$ cat src/rtl/alu_exec.sv
// Execute-stage ALU: single-cycle logic/arithmetic with a registered result, plus an iterative shift-add MUL.
// Optional MUL_EARLY_EXIT_EN: finish MUL as soon as the remaining multiplier bits are all zero.
module alu_exec #(
    parameter int WIDTH    = 32,
    parameter int MUL_STEP = 4
) (
    input  logic             clk,
    input  logic             reset,
    input  logic             in_valid,
    output logic             in_ready,
    input  logic [2:0]       alucontrol,
    input  logic [WIDTH-1:0] srca,
    input  logic [WIDTH-1:0] srcb,
    input  logic             flush,
    output logic [WIDTH-1:0] result,
    output logic             zero,
    output logic             out_valid,
    output logic             busy
);

    localparam int MUL_CYCLES = WIDTH / MUL_STEP;
    localparam int CW         = $clog2(MUL_CYCLES + 1);

    localparam logic [2:0] OP_AND = 3'b000;
    localparam logic [2:0] OP_OR  = 3'b001;
    localparam logic [2:0] OP_ADD = 3'b010;
    localparam logic [2:0] OP_MUL = 3'b011;
    localparam logic [2:0] OP_SUB = 3'b110;
    localparam logic [2:0] OP_SLT = 3'b111;

    typedef enum logic {IDLE, MUL} state_t;

    state_t           state_q, state_d;
    logic [WIDTH-1:0] result_q, result_d;
    logic             zero_q, zero_d;
    logic             out_valid_q, out_valid_d;
    logic [WIDTH-1:0] acc_q, acc_d;
    logic [WIDTH-1:0] mcand_q, mcand_d;
    logic [WIDTH-1:0] mplier_q, mplier_d;
    logic [CW-1:0]    count_q, count_d;

    logic [WIDTH-1:0] alu_res;
    logic [WIDTH-1:0] step_acc;
    logic [WIDTH-1:0] mplier_shift;
    logic             mul_finish;

    assign in_ready  = (state_q == IDLE);
    assign busy      = (state_q == MUL);
    assign result    = result_q;
    assign zero      = zero_q;
    assign out_valid = out_valid_q;

    always_comb begin
        alu_res = '0;
        case (alucontrol)
            OP_ADD:  alu_res = srca + srcb;
            OP_SUB:  alu_res = srca - srcb;
            OP_AND:  alu_res = srca & srcb;
            OP_OR:   alu_res = srca | srcb;
            OP_SLT:  alu_res = {{(WIDTH-1){1'b0}}, ($signed(srca) < $signed(srcb))};
            default: alu_res = '0;
        endcase
    end

    // One shift-add step: add the partial product of the low multiplier digit.
    always_comb begin
        step_acc     = acc_q + (mcand_q * WIDTH'(mplier_q[MUL_STEP-1:0]));
        mplier_shift = mplier_q >> MUL_STEP;
        mul_finish   = (count_q == CW'(1));
`ifdef MUL_EARLY_EXIT_EN
        mul_finish   = mul_finish || (mplier_shift == '0);
`else
        mul_finish   = mul_finish;
`endif
    end

    always_comb begin
        state_d     = state_q;
        result_d    = result_q;
        zero_d      = zero_q;
        out_valid_d = 1'b0;
        acc_d       = acc_q;
        mcand_d     = mcand_q;
        mplier_d    = mplier_q;
        count_d     = count_q;
        case (state_q)
            IDLE: begin
                if (in_valid && !flush) begin
                    if (alucontrol == OP_MUL) begin
                        mcand_d  = srca;
                        mplier_d = srcb;
                        acc_d    = '0;
                        count_d  = CW'(MUL_CYCLES);
                        state_d  = MUL;
                    end else begin
                        result_d    = alu_res;
                        zero_d      = (alu_res == '0);
                        out_valid_d = 1'b1;
                    end
                end
            end
            MUL: begin
                // A flush abandons the product; result keeps the previous completion.
                if (flush) begin
                    state_d = IDLE;
                end else begin
                    acc_d    = step_acc;
                    mcand_d  = mcand_q << MUL_STEP;
                    mplier_d = mplier_shift;
                    count_d  = count_q - CW'(1);
                    if (mul_finish) begin
                        result_d    = step_acc;
                        zero_d      = (step_acc == '0);
                        out_valid_d = 1'b1;
                        state_d     = IDLE;
                    end
                end
            end
            default: state_d = IDLE;
        endcase
    end

    always_ff @(posedge clk) begin
        if (reset) begin
            state_q     <= IDLE;
            result_q    <= '0;
            zero_q      <= 1'b1;
            out_valid_q <= 1'b0;
            acc_q       <= '0;
            mcand_q     <= '0;
            mplier_q    <= '0;
            count_q     <= '0;
        end else begin
            state_q     <= state_d;
            result_q    <= result_d;
            zero_q      <= zero_d;
            out_valid_q <= out_valid_d;
            acc_q       <= acc_d;
            mcand_q     <= mcand_d;
            mplier_q    <= mplier_d;
            count_q     <= count_d;
        end
    end

endmodule

$ cat config.mk
export PLATFORM = sky130hd
export DESIGN_NAME = alu_exec
export DESIGN_NICKNAME = d
export VERILOG_FILES = /design/src/rtl/alu_exec.sv
export SDC_FILE = /design/constraint.sdc
export NUM_CORES = 1
export LEC_CHECK = 0
export BUFFER_PORTS_ARGS = -buffer_cell sky130_fd_sc_hd__buf_2
export CORE_MARGIN = 5
export CORE_UTILIZATION = 68
export CTS_CLUSTER_DIAMETER = 100
export DETAILED_ROUTE_END_ITERATION = 8
export PLACE_DENSITY_LB_ADDON = 0.1
export SETUP_SLACK_MARGIN = 0.2
export SLEW_MARGIN = 25
export SYNTH_ARGS = -nofsm -noshare
export SYNTH_HDL_FRONTEND = slang
export SYNTH_SLANG_ARGS = --single-unit
$ cat constraint.sdc
create_clock -name clk -period 9.2 [get_ports clk]
set_clock_uncertainty 0.1 [all_clocks]
set_input_delay 1.84 -clock clk [delete_from_list [all_inputs] [get_ports clk]]
set_output_delay 1.84 -clock clk [all_outputs]
set_load 0.02 [all_outputs]
==> impl_results.md, run 1 <==
- Outcome: finished, final reports clean
- Ports: 107
- Leakage power: 7.21 nW
- List of cells traversed by the critical path: and2_1, fa_1, fa_1, inv_1, fa_1, inv_1, ha_1, a41oi_1, o221ai_1, o21ai_0, a31oi_1, or3_1, a21oi_1, xor2_1, or4b_1, or4_1, or4_1, a31oi_1
- Slew Limit Fails: 0
- Routed vias/inst: 6.59
- Number of hold-slack violations in the final timing report: 0
- Number of buffers inserted by hold repair at cts: 0
- Number of detailed-routing iterations run before antenna repair: 7
- Met3 WL: 5930 µm
- Cells after Synth: 1985
- Fmax: 141 MHz
- CP Data Required Time: 9.48 ns
- Final std cell area, no fill: 16300 µm²
- Highest net fanout along the worst path: 31
- Worst R2R Start: mplier_q[2]
- Yosys warning total: 0
- Unrepaired setup endpoints after global routing: no
- Final-layout setup total negative slack: 0 ns
- # setup viols final: 0
- HPWL after DPL: 39400 µm
- Syn-to-layout area delta: 7.77%
- Post-layout minimum cycle time: 7.10 ns
- Longest individual stage delay on the worst path: 0.97 ns
- Number of input and output port buffers inserted: 106
- Area contributors post-synth: dfxtp_1 18%, fa_1 12%, ha_1 11%
- Number of flops mapped to enable cells by yosys: 0
- Worst EP arrival: 7.37 ns
- Worst rel slew slack: 0.313
- Clock insertion delay at the later pin of the skew report: 0.45 ns
- Synth top area share: 0.179
- Path class of the lowest-slack min-delay path: reg -> reg
- HP Start: result[2]
- Pin count of the biggest net entering global routing: 99
- Initial Util: 0.691
- Number of buffers created by CTS: 17
- Worst setup path startpoint: mplier_q[2]
- Peak ir drop on the vdd network: 0.121 mV
- Synth Register Bits: 135
- Clock H-tree levels: 4
- Final Wtd Congestion: 1.06
- Sequential share of the synthesized area: 0.179
- DRC violation count after routing: 0
- Crit end category: flip-flop
- Max-capacitance violation count: 0
- Number of nets in the finished design: 2300
- Count of buffer and inverter cells on the critical path: 2
- Most used cells in the layout excluding fill and tap cells: 243 x inv_1, 223 x nor2_1, 150 x nand2_1, 142 x a21oi_1
- Overflow left after global routing: 0
- Post-Place Cell Area: 15600 µm²
- TritonCTS clock tree: built
- Clock transition at the registers of the reported paths: 0.07 ns
- Clk root buf: clkbuf_16
- Post-synth design cell area: 15100 µm²
- Yosys cell types: 74
- Worst setup SP type: flip-flop
- Floorplan die area: 25300 µm²
- Detailed Route Iter0 Violations: 1830
- Net Count, Synth: 2277
- Delay-heaviest family, CP: simple AND/OR/NAND/NOR gates
- Core Box Area: 21800 µm²
- Avg Synthesized Cell Area: 7.60 µm²
- Highest metal layer with signal wires: met5
- Minimum setup slack among reg-to-reg paths: 2.10 ns
- Maximum clock insertion buffer count: 2
- Crit Path Category: reg -> reg
- Commonest non-fill, non-tap cell in the layout: inv_1
- Count of antenna-violating nets left after detailed routing: 0
- Primary FF master, synth: dfxtp_1
- Number of cells upsized or downsized after cts: 0
- Clock Sinks: 135
- Final WL: 52100 µm
- Layout cell share with drive strength beyond 1: 0.0861
- Vias in the first global route: 14519
- Width of the die: 159 µm
- Highest-delay cell along the critical path: dfxtp_1
- Post-Route M1 WL: 19400 µm
- Wire length of the first global-routing pass: 80800 µm
- Cell type contributing the most total cell area after synthesis: dfxtp_1
- Power per cell area: 112 nW/µm²
- Vertical extent of the die: 159 µm
- Detail Route met2 WL: 23600 µm
- Pin slew with the least headroom to its limit: 1.03 ns
- Total vias in the final route: 15181
- Setup fix buffers added after clock tree synthesis: 0
- Cell seen most often among critical-path stages: fa_1
- Row Count: 54
- Worst-case setup margin in the final layout: 2.10 ns
- Number of antenna violations at the first check in global routing: 4
- Share of the clock period used by the worst path after layout: 0.771
- Fraction of synthesis flops using an asynchronous set or reset pin: 0
- Filler Cell Count: 1694
- GRT Total Usage: 0.396
- Minimum setup slack after placement: 2.31 ns
- Drt wl/cell: 22.6 µm
==> metrics by stage <==
step           total power, mW  hold WS, ns   util  instances
3_3_place_gp              1.08        0.337  0.717       2269
2_1_floorplan            0.932        0.332      -       1985
5_1_grt                   1.88        0.378  0.745       2302
6_report                  1.83        0.350  0.745       2303
3_5_place_dp              1.09        0.343  0.717       2269
4_1_cts                   1.80        0.352  0.745       2301
==> synthesized netlist by cell type (4+ instances only) <==
cell type,number
o21bai_1,8
a41oi_1,6
inv_1,243
and3_1,6
o31ai_1,9
buf_1,5
xor2_1,14
nor2_1,225
nor3_1,23
fa_1,88
mux2i_1,64
or2_2,7
a311oi_1,11
a21oi_1,142
or4_1,8
a2111oi_0,9
a21boi_0,7
nand2b_1,14
xnor2_1,51
o22ai_1,14
a22oi_1,24
clkbuf_1,109
a211oi_1,94
a31oi_1,14
dfxtp_1,135
nand2_1,150
a21o_1,20
and2_1,115
nand4_1,12
o211ai_1,26
a2bb2oi_1,4
nor4_1,16
o311ai_0,5
o21a_1,6
o21ai_0,68
nand3_1,18
ha_1,133
or3_1,5
a211o_1,5
nor2b_1,16
==> layout make-up <==
cell class,instances,area (µm²),area share
flip-flops and latches,135,2710,0.167
diodes,2,5.00,0.000308
inverters,245,920,0.0566
clock inverters,15,181,0.0112
repair buffers,118,623,0.0383
clock buffers,17,425,0.0262
well taps,280,350,0.0215
multi-input cells,1491,11000,0.679
==> report_power, final <==
part	leakage, nW	switching, mW	total (mW)	internal [mW]
clock	0.289	0.365	0.733	0.368
sequential	1.10	0.0204	0.621	0.600
combinational	5.83	0.315	0.473	0.159
total	7.21	0.700	1.83	1.13
==> flip-flops by register name, indices dropped and copies added, names as in the netlist <==
signal and flops:
count_q 4, zero 1, acc_q 32, mplier_q 32, busy 1, out_valid 1, result 32, mcand_q 32
==> tightest hold or removal path, stage by stage (launching register included) <==
cell and delay, ns:
dfxtp_1 0.31, nand2_1 0.05, a21oi_1 0.05
==> final timing paths <==
check               to  cells after the start
max               zero                     18
min          result[2]                      2
max reg2reg       zero                     18
min reg2reg  result[2]                      2
==> layer usage <==
layer  global-route usage  up-vias
met5                    0        -
met4                0.203        8
met3               0.0968      223
met2                0.630      995
met1                0.502     7125
li1                     -     6830
==> cells by family (layout without fill, tap and decap cells) <==
| family | count (synthesis) | after routing | share of synthesized area |
|---|---|---|---|
| AND/OR/NAND/NOR | 635 | 635 | 0.202 |
| XOR/XNOR | 65 | 65 | 0.0377 |
| multiplexers | 64 | 64 | 0.0425 |
| adder cells (fa/ha/maj) | 221 | 221 | 0.227 |
| other | 0 | 2 | 0 |
| flip-flops | 135 | 135 | 0.179 |
| AO/OA/AOI/OAI | 506 | 506 | 0.222 |
| buffers and inverters | 359 | 395 | 0.0893 |
No activity file was read; power rests on OpenSTA's default activity.
==> inputs of run 2 (changes only) <==
--- a/config.mk
+++ b/config.mk
@@ -7,7 +7,7 @@
 export LEC_CHECK = 0
 export BUFFER_PORTS_ARGS = -buffer_cell sky130_fd_sc_hd__buf_2
 export CORE_MARGIN = 5
-export CORE_UTILIZATION = 68
+export CORE_UTILIZATION = 63
 export CTS_CLUSTER_DIAMETER = 100
 export DETAILED_ROUTE_END_ITERATION = 8
 export PLACE_DENSITY_LB_ADDON = 0.1
==> constraint.sdc (replaced) <==
create_clock -name clk -period 7.1 [get_ports clk]
set_clock_uncertainty 0.1 [all_clocks]
set_input_delay 1.42 -clock clk [delete_from_list [all_inputs] [get_ports clk]]
set_output_delay 1.42 -clock clk [all_outputs]
set_load 0.02 [all_outputs]
==> impl_results.md, run 2 (synthesis gave the netlist of run 1 again) <==
- Peak ir drop on the vdd network: 0.109 mV
- Detailed Route Iter0 Violations: 1508
- Total vias in the final route: 14771
- Commonest non-fill, non-tap cell in the layout: inv_1
- TritonCTS clock tree: built
- Leakage power: 7.27 nW
- CP Data Required Time: 7.37 ns
- HPWL after DPL: 40100 µm
- Setup fix buffers added after clock tree synthesis: 0
- Syn-to-layout area delta: 8.57%
- Most used cells in the layout excluding fill and tap cells: 243 x inv_1, 223 x nor2_1, 150 x nand2_1, 142 x a21oi_1, 134 x dfxtp_1
- Number of placed instances with taps included: 2318
- Capture point of the worst reg-to-reg path: zero
- Overflow left after global routing: 0
- Path class of the lowest-slack min-delay path: reg -> reg
- Post-layout minimum cycle time: 6.43 ns
- Minimum setup slack among reg-to-reg paths: 0.67 ns
- Number of cells upsized or downsized after cts: 0
- Worst hold stages: 2
- Number of detailed-routing iterations run before antenna repair: 8
- Cells on worst reg2reg path: 20
- Worst rel slew slack: 0.336
- Slew Limit Fails: 0
- Wire length of the first global-routing pass: 79200 µm
- DRC violation count after routing: 0
- Vertical extent of the die: 165 µm
- Sink of the worst hold path: result[6]
- Initial Util: 0.641
- Combinational group share of total power: 0.262
- Clock transition at the registers of the reported paths: 0.08 ns
- Portion of total power attributed to sequential cells: 0.338
- Number of nets in the finished design: 2310
- Number of buffers inserted by hold repair at cts: 0
- Register cell area after layout: 2710 µm²
- Vias in the first global route: 14180
- Share of the clock period used by the worst path after layout: 0.906
- Clk root buf: clkbuf_16
- Drt wl/cell: 21.8 µm
- Clock insertion delay at the later pin of the skew report: 0.45 ns
- Proportion of total power due to net switching: 0.375
- Worst setup SP type: flip-flop
- Crit end category: flip-flop
- Core Box Area: 23500 µm²
- # setup viols final: 0
- Power per cell area: 144 nW/µm²
- Routed vias/inst: 6.28
- Layout cell share with drive strength beyond 1: 0.0901
- Unrepaired setup endpoints after global routing: no
- Final-layout setup total negative slack: 0 ns
- Count of antenna-violating nets left after detailed routing: 0
- Ports: 107
- Width of the die: 165 µm
- Post-Layout Cell Count: 2352
- Floorplan die area: 27100 µm²
- Row Count: 56
- Worst R2R Start: mplier_q[3]
- Number of hold-slack violations in the final timing report: 0
- Outcome: finished, final reports clean
- Number of antenna violations at the first check in global routing: 3
- WHS: 0.351 ns
- Clock Sinks: 135
- Clk pwr share: 0.401
- HP Start: result[6]
- Highest net fanout along the worst path: 20
- Final WL: 51200 µm
- Fmax: 156 MHz
- GRT Total Usage: 0.376
- Filler Cell Count: 2028
- Clock H-tree levels: 4
- Internal power: 1.48 mW
- Number of input and output port buffers inserted: 106
- Area of the multi-input gates: 11100 µm²
- Crit Path Category: reg -> reg
- Number of buffers created by CTS: 17
- Final Wtd Congestion: 0.987
- Overall Power: 2.36 mW
- Pin slew with the least headroom to its limit: 0.996 ns
- Max-capacitance violation count: 0
- Maximum clock insertion buffer count: 2
- Worst EP arrival: 6.70 ns
- Power spent charging and discharging nets: 0.885 mW
- Pin count of the biggest net entering global routing: 87
==> run 2: how the worst max path moves through the flow <==
stage                start  endpoint  slack [ns]  cells after the start
3_3_place_gp   mplier_q[0]      zero        1.02                     17
3_5_place_dp   mplier_q[0]      zero        0.82                     17
4_1_cts        mplier_q[2]      zero        0.79                     20
2_1_floorplan  mplier_q[3]      zero        1.09                     20
5_1_grt        mplier_q[2]      zero        0.43                     20
6_report       mplier_q[3]      zero        0.67                     20
==> run 2: power by group through the flow <==
stage          Sequential, mW  Clock, mW  Combinational, mW
2_1_floorplan           0.820          0              0.388
5_1_grt                 0.800      0.980              0.665
4_1_cts                 0.797      0.943              0.601
6_report                0.798      0.947              0.619
3_3_place_gp            0.814          0              0.592
3_5_place_dp            0.815          0              0.597
==> run 2: worst max-delay path: stages (launching register included) <==
cell and delay, ns:
dfxtp_1 0.51, buf_4 0.29, and2_1 0.17, fa_1 0.42
fa_1 0.50, inv_1 0.05, fa_1 0.47, inv_1 0.04
ha_1 0.34, a21oi_1 0.25, o21ai_1 0.15, o21ba_1 0.20
o2111ai_1 0.19, a31oi_1 0.11, or3_1 0.35, a21oi_1 0.32
xor2_1 0.32, or4b_1 0.49, or4_1 0.49, or4_1 0.42
a31oi_1 0.18
==> run 2: layout make-up <==
cell class | count | area share
Multi-Input combinational cell | 1491 | 0.675
Clock buffer | 18 | 0.0275
Clock inverter | 14 | 0.00924
Inverter | 245 | 0.0561
Antenna cell | 2 | 0.000306
Sequential cell | 135 | 0.165
Timing Repair Buffer | 128 | 0.0426
Tap cell | 319 | 0.0244
==> run 2: metal layers <==
layer / up-vias / share of wire / track usage
met5: - / 0 / 0
met4: 0 / 0.054 / 0.172
met3: 170 / 0.082 / 0.0596
met2: 706 / 0.46 / 0.619
met1: 7048 / 0.40 / 0.488
li1: 6847 / - / -
==> run 2: metrics by stage <==
stage / worst slack, ns / area, µm² / util
after floorplan: 1.09 / 15100 / -
after global placement: 1.02 / 15800 / 0.670
after detailed placement: 0.823 / 15800 / 0.670
after CTS: 0.795 / 16400 / 0.696
after global routing: 0.433 / 16400 / 0.696
final: 0.669 / 16400 / 0.696
